==> src/rtl/spi_gen_pkg.sv <==
// Shared definitions for the SPI slave front end.
//   state_e     : FSM state encoding
//   CMD_*       : 2-bit command codes carried in the top bits of each frame
package spi_gen_pkg;

   typedef enum logic [2:0] {
      ST_IDLE,
      ST_RX,
      ST_TX_WAIT,
      ST_TX,
      ST_DONE
   } state_e;

   localparam logic [1:0] CMD_WR_ADDR = 2'b00;
   localparam logic [1:0] CMD_WR_DATA = 2'b01;
   localparam logic [1:0] CMD_RD_ADDR = 2'b10;
   localparam logic [1:0] CMD_RD_DATA = 2'b11;

endpackage

==> src/rtl/spi_shift_reg.sv <==
// MSB-first shift register used for both directions of the SPI slave.
//   clk, rst   : clock, synchronous active-high reset (clears contents)
//   load       : parallel load of load_data (has priority over shift_en)
//   shift_en   : shift left by one, shift_in enters at bit 0
//   q_shift    : value the register would hold after a shift this cycle
//   ser_out    : current MSB (serial output)
module spi_shift_reg #(
   parameter int W = 8
) (
   input  logic         clk,
   input  logic         rst,
   input  logic         load,
   input  logic [W-1:0] load_data,
   input  logic         shift_en,
   input  logic         shift_in,
   output logic [W-1:0] q_shift,
   output logic         ser_out
);

   logic [W-1:0] data_q;
   logic [W-1:0] data_d;

   always_comb begin
      data_d = data_q;
      if (load) begin
         data_d = load_data;
      end else if (shift_en) begin
         data_d = {data_q[W-2:0], shift_in};
      end
   end

   always_ff @(posedge clk) begin
      if (rst) begin
         data_q <= '0;
      end else begin
         data_q <= data_d;
      end
   end

   assign q_shift = {data_q[W-2:0], shift_in};
   assign ser_out = data_q[W-1];

endmodule

==> src/rtl/spi_slave_gen.sv <==
// SPI slave front end for the single-port RAM subsystem.
//   clk, rst          : system/bit clock, synchronous active-high reset
//   SS_n, MOSI        : slave select (active low), serial data in (MSB first)
//   MISO              : serial read data out (MSB first), 0 outside TX
//   rx_data, rx_valid : last complete frame (command in MSBs), 1-cycle strobe
//   tx_valid, tx_data : read data handshake from the RAM controller
//   err               : 1-cycle pulse on read without address or tx timeout
//
// state   | meaning
// --------+-----------------------------------------------------------
// IDLE    | waiting for SS_n low
// RX      | shifting in a CMD_W+DATA_W frame
// TX_WAIT | read-data frame received, waiting for tx_valid (timed)
// TX      | shifting out DATA_W bits of read data on MISO
// DONE    | frame finished, waiting for SS_n high
module spi_slave_gen
   import spi_gen_pkg::*;
#(
   parameter int DATA_W     = 8,
   parameter int CMD_W      = 2,
   parameter int BURST_EN   = 0,
   parameter int TX_TIMEOUT = 15
) (
   input  logic                    clk,
   input  logic                    rst,
   input  logic                    SS_n,
   input  logic                    MOSI,
   output logic                    MISO,
   output logic [CMD_W+DATA_W-1:0] rx_data,
   output logic                    rx_valid,
   input  logic                    tx_valid,
   input  logic [DATA_W-1:0]       tx_data,
   output logic                    err
);

   localparam int FRAME_W  = CMD_W + DATA_W;
   localparam int RX_CNT_W = $clog2(FRAME_W);
   localparam int TX_CNT_W = $clog2(DATA_W);
   localparam int TMO_W    = $clog2(TX_TIMEOUT + 1);

   localparam logic [RX_CNT_W-1:0] RX_LAST  = RX_CNT_W'(FRAME_W - 1);
   localparam logic [TX_CNT_W-1:0] TX_LAST  = TX_CNT_W'(DATA_W - 1);
   // Terminal count is reached on the TX_TIMEOUT-th cycle spent in TX_WAIT.
   localparam logic [TMO_W-1:0]    TMO_LOAD = TMO_W'(TX_TIMEOUT - 1);
   localparam state_e              ST_AFTER = (BURST_EN != 0) ? ST_RX : ST_DONE;

   state_e              state_q, state_d;
   logic [RX_CNT_W-1:0] rx_cnt_q, rx_cnt_d;
   logic [TX_CNT_W-1:0] tx_cnt_q, tx_cnt_d;
   logic [TMO_W-1:0]    tmo_q, tmo_d;
   logic                rd_addr_ok_q, rd_addr_ok_d;
   logic [FRAME_W-1:0]  rx_data_q, rx_data_d;
   logic                rx_valid_q, rx_valid_d;
   logic                err_q, err_d;

   logic                rx_shift;
   logic                tx_load;
   logic                tx_shift;
   logic [DATA_W-1:0]   tx_ld_val;
   logic [FRAME_W-1:0]  rx_frame;
   logic [1:0]          rx_cmd;
   logic                rx_ser_unused;
   logic [DATA_W-1:0]   tx_shift_unused;

   spi_shift_reg #(.W(FRAME_W)) u_rx_sr (
      .clk       (clk),
      .rst       (rst),
      .load      (1'b0),
      .load_data ('0),
      .shift_en  (rx_shift),
      .shift_in  (MOSI),
      .q_shift   (rx_frame),
      .ser_out   (rx_ser_unused)
   );

   // MISO comes straight from the TX register MSB. The register is zero
   // outside TX: it is cleared on reset, empties itself after DATA_W shifts
   // of zeros, and is loaded with zero on abort.
   spi_shift_reg #(.W(DATA_W)) u_tx_sr (
      .clk       (clk),
      .rst       (rst),
      .load      (tx_load),
      .load_data (tx_ld_val),
      .shift_en  (tx_shift),
      .shift_in  (1'b0),
      .q_shift   (tx_shift_unused),
      .ser_out   (MISO)
   );

   assign rx_cmd = rx_frame[FRAME_W-1 -: 2];

   always_comb begin
      state_d      = state_q;
      rx_cnt_d     = rx_cnt_q;
      tx_cnt_d     = tx_cnt_q;
      tmo_d        = tmo_q;
      rd_addr_ok_d = rd_addr_ok_q;
      rx_data_d    = rx_data_q;
      rx_valid_d   = 1'b0;
      err_d        = 1'b0;
      rx_shift     = 1'b0;
      tx_load      = 1'b0;
      tx_ld_val    = '0;
      tx_shift     = 1'b0;

      case (state_q)
         ST_IDLE: begin
            rx_cnt_d = '0;
            tx_cnt_d = '0;
            if (!SS_n) begin
               state_d = ST_RX;
            end
         end

         ST_RX: begin
            if (SS_n) begin
               state_d  = ST_IDLE;
               rx_cnt_d = '0;
            end else begin
               rx_shift = 1'b1;
               if (rx_cnt_q == RX_LAST) begin
                  rx_cnt_d   = '0;
                  rx_data_d  = rx_frame;
                  rx_valid_d = 1'b1;
                  if (rx_cmd == CMD_RD_DATA) begin
                     err_d   = !rd_addr_ok_q;
                     tmo_d   = TMO_LOAD;
                     state_d = ST_TX_WAIT;
                  end else begin
                     if (rx_cmd == CMD_RD_ADDR) begin
                        rd_addr_ok_d = 1'b1;
                     end
                     state_d = ST_AFTER;
                  end
               end else begin
                  rx_cnt_d = rx_cnt_q + RX_CNT_W'(1);
               end
            end
         end

         ST_TX_WAIT: begin
            if (SS_n) begin
               state_d = ST_IDLE;
            end else if (tx_valid) begin
               tx_load   = 1'b1;
               tx_ld_val = tx_data;
               tx_cnt_d  = '0;
               state_d   = ST_TX;
            end else if (tmo_q == '0) begin
               err_d   = 1'b1;
               state_d = ST_DONE;
            end else begin
               tmo_d = tmo_q - TMO_W'(1);
            end
         end

         ST_TX: begin
            if (SS_n) begin
               state_d  = ST_IDLE;
               tx_cnt_d = '0;
               tx_load  = 1'b1;
            end else begin
               tx_shift = 1'b1;
               if (tx_cnt_q == TX_LAST) begin
                  tx_cnt_d     = '0;
                  rd_addr_ok_d = 1'b0;
                  state_d      = ST_AFTER;
               end else begin
                  tx_cnt_d = tx_cnt_q + TX_CNT_W'(1);
               end
            end
         end

         ST_DONE: begin
            if (SS_n) begin
               state_d = ST_IDLE;
            end
         end

         default: state_d = ST_IDLE;
      endcase
   end

   always_ff @(posedge clk) begin
      if (rst) begin
         state_q      <= ST_IDLE;
         rx_cnt_q     <= '0;
         tx_cnt_q     <= '0;
         tmo_q        <= '0;
         rd_addr_ok_q <= 1'b0;
         rx_data_q    <= '0;
         rx_valid_q   <= 1'b0;
         err_q        <= 1'b0;
      end else begin
         state_q      <= state_d;
         rx_cnt_q     <= rx_cnt_d;
         tx_cnt_q     <= tx_cnt_d;
         tmo_q        <= tmo_d;
         rd_addr_ok_q <= rd_addr_ok_d;
         rx_data_q    <= rx_data_d;
         rx_valid_q   <= rx_valid_d;
         err_q        <= err_d;
      end
   end

   assign rx_data  = rx_data_q;
   assign rx_valid = rx_valid_q;
   assign err      = err_q;

endmodule

==> config.mk <==
export PLATFORM = sky130hd
export DESIGN_NAME = spi_slave_gen
export DESIGN_NICKNAME = d
export VERILOG_FILES = /design/src/rtl/spi_gen_pkg.sv /design/src/rtl/spi_shift_reg.sv /design/src/rtl/spi_slave_gen.sv
export SDC_FILE = /design/constraint.sdc
export NUM_CORES = 1
export LEC_CHECK = 0
export ABC_AREA = 1
export BUFFER_PORTS_ARGS = -buffer_cell sky130_fd_sc_hd__buf_2
export CAP_MARGIN = 20
export CORE_MARGIN = 5
export CORE_UTILIZATION = 30
export DETAILED_ROUTE_END_ITERATION = 6
export GPL_TIMING_DRIVEN = 1
export PLACE_DENSITY_LB_ADDON = 0.12
export SETUP_SLACK_MARGIN = 0.1
export SYNTH_ARGS = -nofsm -noshare
export SYNTH_HDL_FRONTEND = slang
export SYNTH_HIERARCHICAL = 1
export SYNTH_SLANG_ARGS = --single-unit
==> constraint.sdc <==
create_clock -name clk -period 2 [get_ports clk]
set_input_delay 0.3 -clock clk [delete_from_list [all_inputs] [get_ports clk]]
set_output_delay 0.3 -clock clk [all_outputs]
set_load 0.1 [all_outputs]
---- Word level (Yosys, flattened, before mapping) ----
Index checks and enable logic that the tools add are counted.
word-level totals
  register bits ........................... 44
  output and inout port bits .............. 13
  word-level logic and storage cells ...... 106
cells by class
  add/sub/neg operators ................... 3
  equal/unequal tests ..................... 24
  multiplexer cells ....................... 53
  bitwise operators ....................... 2
  reduce and logical (&&, ||, !) cells .... 14
operators with widths
  operator                                          count
  2-to-1 mux 3 bit                                  14
  2-to-1 mux 8 bit                                  5
  2-to-1 mux 4 bit                                  8
  inequality test 2 bit, second input constant      13
  2-to-1 mux 1 bit                                  19
  case mux 4 bit (2 select lines)                   2
  case mux 3 bit (5 select lines)                   1
  AND reduction 7 bit                               2
  case mux 3 bit (3 select lines)                   1
  nonzero test 2 bit                                4
  == test 3 x 2 -> 1 bit, second input constant     2
  == test 3 bit, second input constant              2
  inequality test 3 bit, second input constant      2
  case mux 1 bit (2 select lines)                   3
  AND reduction 3 bit                               2
  AND reduction 5 bit                               1
  adder 4 x 1 -> 4 bit, second input constant       1
  == test 2 bit, second input constant              2
  == test 4 bit, second input constant              1
  logical NOT 4 bit                                 1
  inequality test 4 bit, second input constant      1
  subtractor 4 x 1 -> 4 bit, second input constant  1
  adder 3 x 1 -> 3 bit, second input constant       1
  == test 3 x 1 -> 1 bit, second input constant     1
  5 further kinds                                   6

---- Depth between registers and ports, before layout ----
  depth after elaboration ................. 6
  gate-level depth with buffers ........... 12
  mapped depth without buffers ............ 11

---- Cells and area by module ----
The synthesis kept the hierarchy.
by module, submodules not included
  module                   instances  cells each  area each (um^2)  seq. area each (um^2)
  spi_slave_gen            1          220         1432.6            540.5
  spi_shift_reg (u_rx_sr)  1          78          504.2             200.2
  spi_shift_reg (u_tx_sr)  1          64          419.2             160.2

---- Worst setup path after synthesis ----
OpenSTA, ideal clock, no wires.
  path kind ............................... reg2reg
  start ................................... reg state_q[2]
  end ..................................... reg u_tx_sr.data_q[7]
  arrival time ............................ 1491 ps
  data required time ...................... 1891 ps
  path slack .............................. 400 ps
  cell stages (with the launch flop) ...... 13
  path buffers ............................ 2
  cells stage by stage .................... dfxtp_1 > inv_2 > nand2_1 > nor2_4 > nand3_1 > buf_4 > o21ai_0 > buf_6 > inv_2 > nand3_1 > nand3_1 > nand2_1 > inv_1
between the ends
  word-level cells in the longest chain between the ends .. 3
  elaborated cells on any way between the ends .. 7
  those cells by class .................... 2 x eq/ne; 4 x mux; 1 x reduce/logical
RTL lines
  item                                                           line                  source
  start, declared                                                spi_slave_gen.sv:47   state_e state_q, state_d;
  start signal, assigned                                         spi_slave_gen.sv:195  state_q <= state_d;
  == test 3 x 2 -> 1 bit                                         spi_slave_gen.sv:106  case (state_q)
  case mux 1 bit (2 select lines) (*)                            spi_slave_gen.sv:106
  via tx_load                                                    spi_slave_gen.sv:57   logic tx_load;
  2-to-1 mux 8 bit / nonzero test 2 bit (equally long branches)  -
  end signal, assigned                                           spi_shift_reg.sv:36   data_q <= data_d;
  end, declared                                                  spi_shift_reg.sv:20   logic [W-1:0] data_q;
The timed path passes the listed nets; every way through them passes the cells marked *.
A chain may end at the register's enable or synchronous reset.

---- Final worst setup path ----
  start ................................... reg state_q[1]
  end ..................................... reg u_tx_sr.data_q[6]
The elaborated chain is that of the path after synthesis.

==> flow_summary.json <==
{
  "status": "completed",
  "grt_pass1_vias": 2074,
  "fin_crit_ns": 1.68,
  "ctsHoldBuffers": 0,
  "antenna_cells": 0,
  "crit_family": "simple AND/OR/NAND/NOR gates",
  "slowest_delay_ns": 0.46,
  "final_nets": 413,
  "rows": 32,
  "crit_path_end_kind": "register",
  "cp.depth": 9,
  "crit_fanout": 8,
  "place_hpwl_mm": 3.99,
  "port-buffer-count": 25,
  "drtAntennaViolNets": 0,
  "clock_latency_ns": 0.29,
  "cts_tree": "done",
  "cts_made_buffers": 5,
  "crit_start": "state_q[1]$_SDFFE_PP0P_",
  "critPathKind": "reg -> reg",
  "tns_ns": 0,
  "start_kind": "register",
  "wl_per_cell_um": 11.0,
  "peakVddDrop_uv": 325,
  "power_density_nw_per_um2": 666,
  "timing.final.crit_share": 0.842,
  "syn_to_final_growth_pct": 16.2,
  "grtUsageTotal": 0.120,
  "clkTransAtPathRegs_ns": 0.08,
  "drt_wl_total_mm": 5.46,
  "r2r_end": "u_tx_sr/data_q[6]$_SDFFE_PP0P_",
  "worstReg2RegStart": "state_q[1]$_SDFFE_PP0P_",
  "crit_path_cell_trace": "nand2_1, nor2_4, nand3_1, o21ai_1, buf_4, buf_4, nand2_1, nand2_1, a21oi_1",
  "fmax_mhz": 594,
  "drtIter0Drc": 52,
  "fin_util": 0.352,
  "arrival_ns": 1.86,
  "crit_end": "u_tx_sr/data_q[6]$_SDFFE_PP0P_",
  "finalSetupViolCount": 0,
  "crit_buf_inv": 2,
  "reg2regPathDepth": 9,
  "finish.instance_area_sq_um": 2680,
  "io-pin-count": 26,
  "grt_antenna_before_repair": 0,
  "worstPathRequired_ns": 2.17,
  "rsz0062_at_grt": "no",
  "cts.sinks": 44,
  "grt_max_degree": 16,
  "grt_overflow": 0,
  "p_leak_uw": 0.00137,
  "skew_ns": 0.00472,
  "max_cap_violations": 0,
  "path_common_cell": "nand2_1",
  "hp-class": "in -> reg",
  "syn_area_sq_um": 2300,
  "clk_path_buf_depth": 2,
  "synth.avg_cell_area_sq_um": 6.51,
  "vias_per_cell": 4.26,
  "dieArea_sq_um": 9530,
  "drc_errors": 0,
  "die_y_um": 97.6,
  "total_power_uw": 1780,
  "r2r_slack_ns": 0.32,
  "postSynthCellCount": 354,
  "place_congestion": 0.800,
  "clockRootBuffer": "clkbuf_8",
  "cts.htree.levels": 2,
  "first_pass_iters": 4,
  "finalMaxSlewViolations": 0,
  "grt_pass1_wl_mm": 9.54,
  "initial_utilization": 0.303,
  "vias": 2120,
  "place_area_sq_um": 2570,
  "synth_warnings": 6,
  "core_sq_um": 7610,
  "cp_slowest_cell": "dfxtp_1",
  "drive_gt1_frac": 0.134,
  "hold_violations": 0,
  "die_x_um": 97.6
}
layout make-up:
type / count / area, sq um
multi-input combinational: 261 / 1200
fill: 864 / 4930
timing repair buffer: 33 / 185
clock inverter: 1 / 7.51
inverter: 50 / 188
sequential: 44 / 881
tap: 102 / 128
clock buffer: 7 / 86.3
registers in the layout, summed over array words and instances (netlist names), 3 cells and up:
name and count:
rx_cnt_q 4, rx_data 10, state_q 3, tmo_q 4, tx_cnt_q 3, u_rx_sr/data_q 9, u_tx_sr/data_q 8
power breakdown:
group | switching [uW] | internal [uW] | total, uW
sequential | 38.1 | 901 | 939
combinational | 171 | 91.1 | 262
clock | 300 | 281 | 581
total | 510 | 1270 | 1780
per-layer routing:
layer	wire length, um	track usage	up-vias
met1	2620	0.149	919
met5	0	0	-
met4	19	0.0266	0
met3	256	0.0302	2
li1	-	-	1162
met2	2570	0.208	37
timing repair:
action	in CTS	in global routing
gates resized for setup	0	1
endpoints found under the hold margin	0	0
setup endpoints to repair	0	2
setup buffers	0	1
worst register-to-register path, delay by kind of cell (launching register included):
| kind | cells | cell delay [ns] |
|---|---|---|
| simple gates | 5 | 0.54 |
| buf+inv | 2 | 0.37 |
| compound gates | 2 | 0.21 |
| flops | 1 | 0.46 |
cell usage in the layout (no fill, tap or decap):
cell type,n
clkbuf_8,6
nor2_8,1
or2_2,1
xnor2_1,1
dfxtp_1,44
conb_1,13
nor3_1,2
clkbuf_1,1
nand2_2,1
nor3b_1,1
nor2_1,60
buf_4,8
o21ai_0,18
nor2_2,2
clkinvlp_4,1
inv_1,46
a211oi_1,1
ha_1,5
a21oi_1,13
nand2_1,95
nand3_4,1
nand3_1,37
inv_2,4
nand3_2,1
buf_2,25
nor2_4,2
and2_1,1
a2bb2oi_1,1
nand4_1,3
o21ai_1,1
worst min-delay path by stage:
stage,cells past startpoint,endpoint,from
final,3,rx_data[0]$_SDFFE_PP0P_,MOSI
after global routing,3,rx_data[0]$_SDFFE_PP0P_,MOSI
after CTS,3,rx_data[0]$_SDFFE_PP0P_,MOSI
after detailed placement,2,rd_addr_ok_q$_SDFFE_PP0P_,rd_addr_ok_q$_SDFFE_PP0P_
after global placement,2,u_tx_sr/data_q[4]$_SDFFE_PP0P_,u_tx_sr/data_q[4]$_SDFFE_PP0P_
after floorplan,1,u_rx_sr/data_q[6]$_SDFFE_PP0P_,rst
per-stage QoR:
stage                     setup slack (ns)  hold slack, ns  instances
final                                0.316           0.273        498
after global placement               0.293           0.454        489
after floorplan                      0.400           0.369        366
after global routing                 0.112           0.284        498
after CTS                            0.276           0.267        497
after detailed placement             0.290           0.457        489
(Power assumes the default switching activity.)
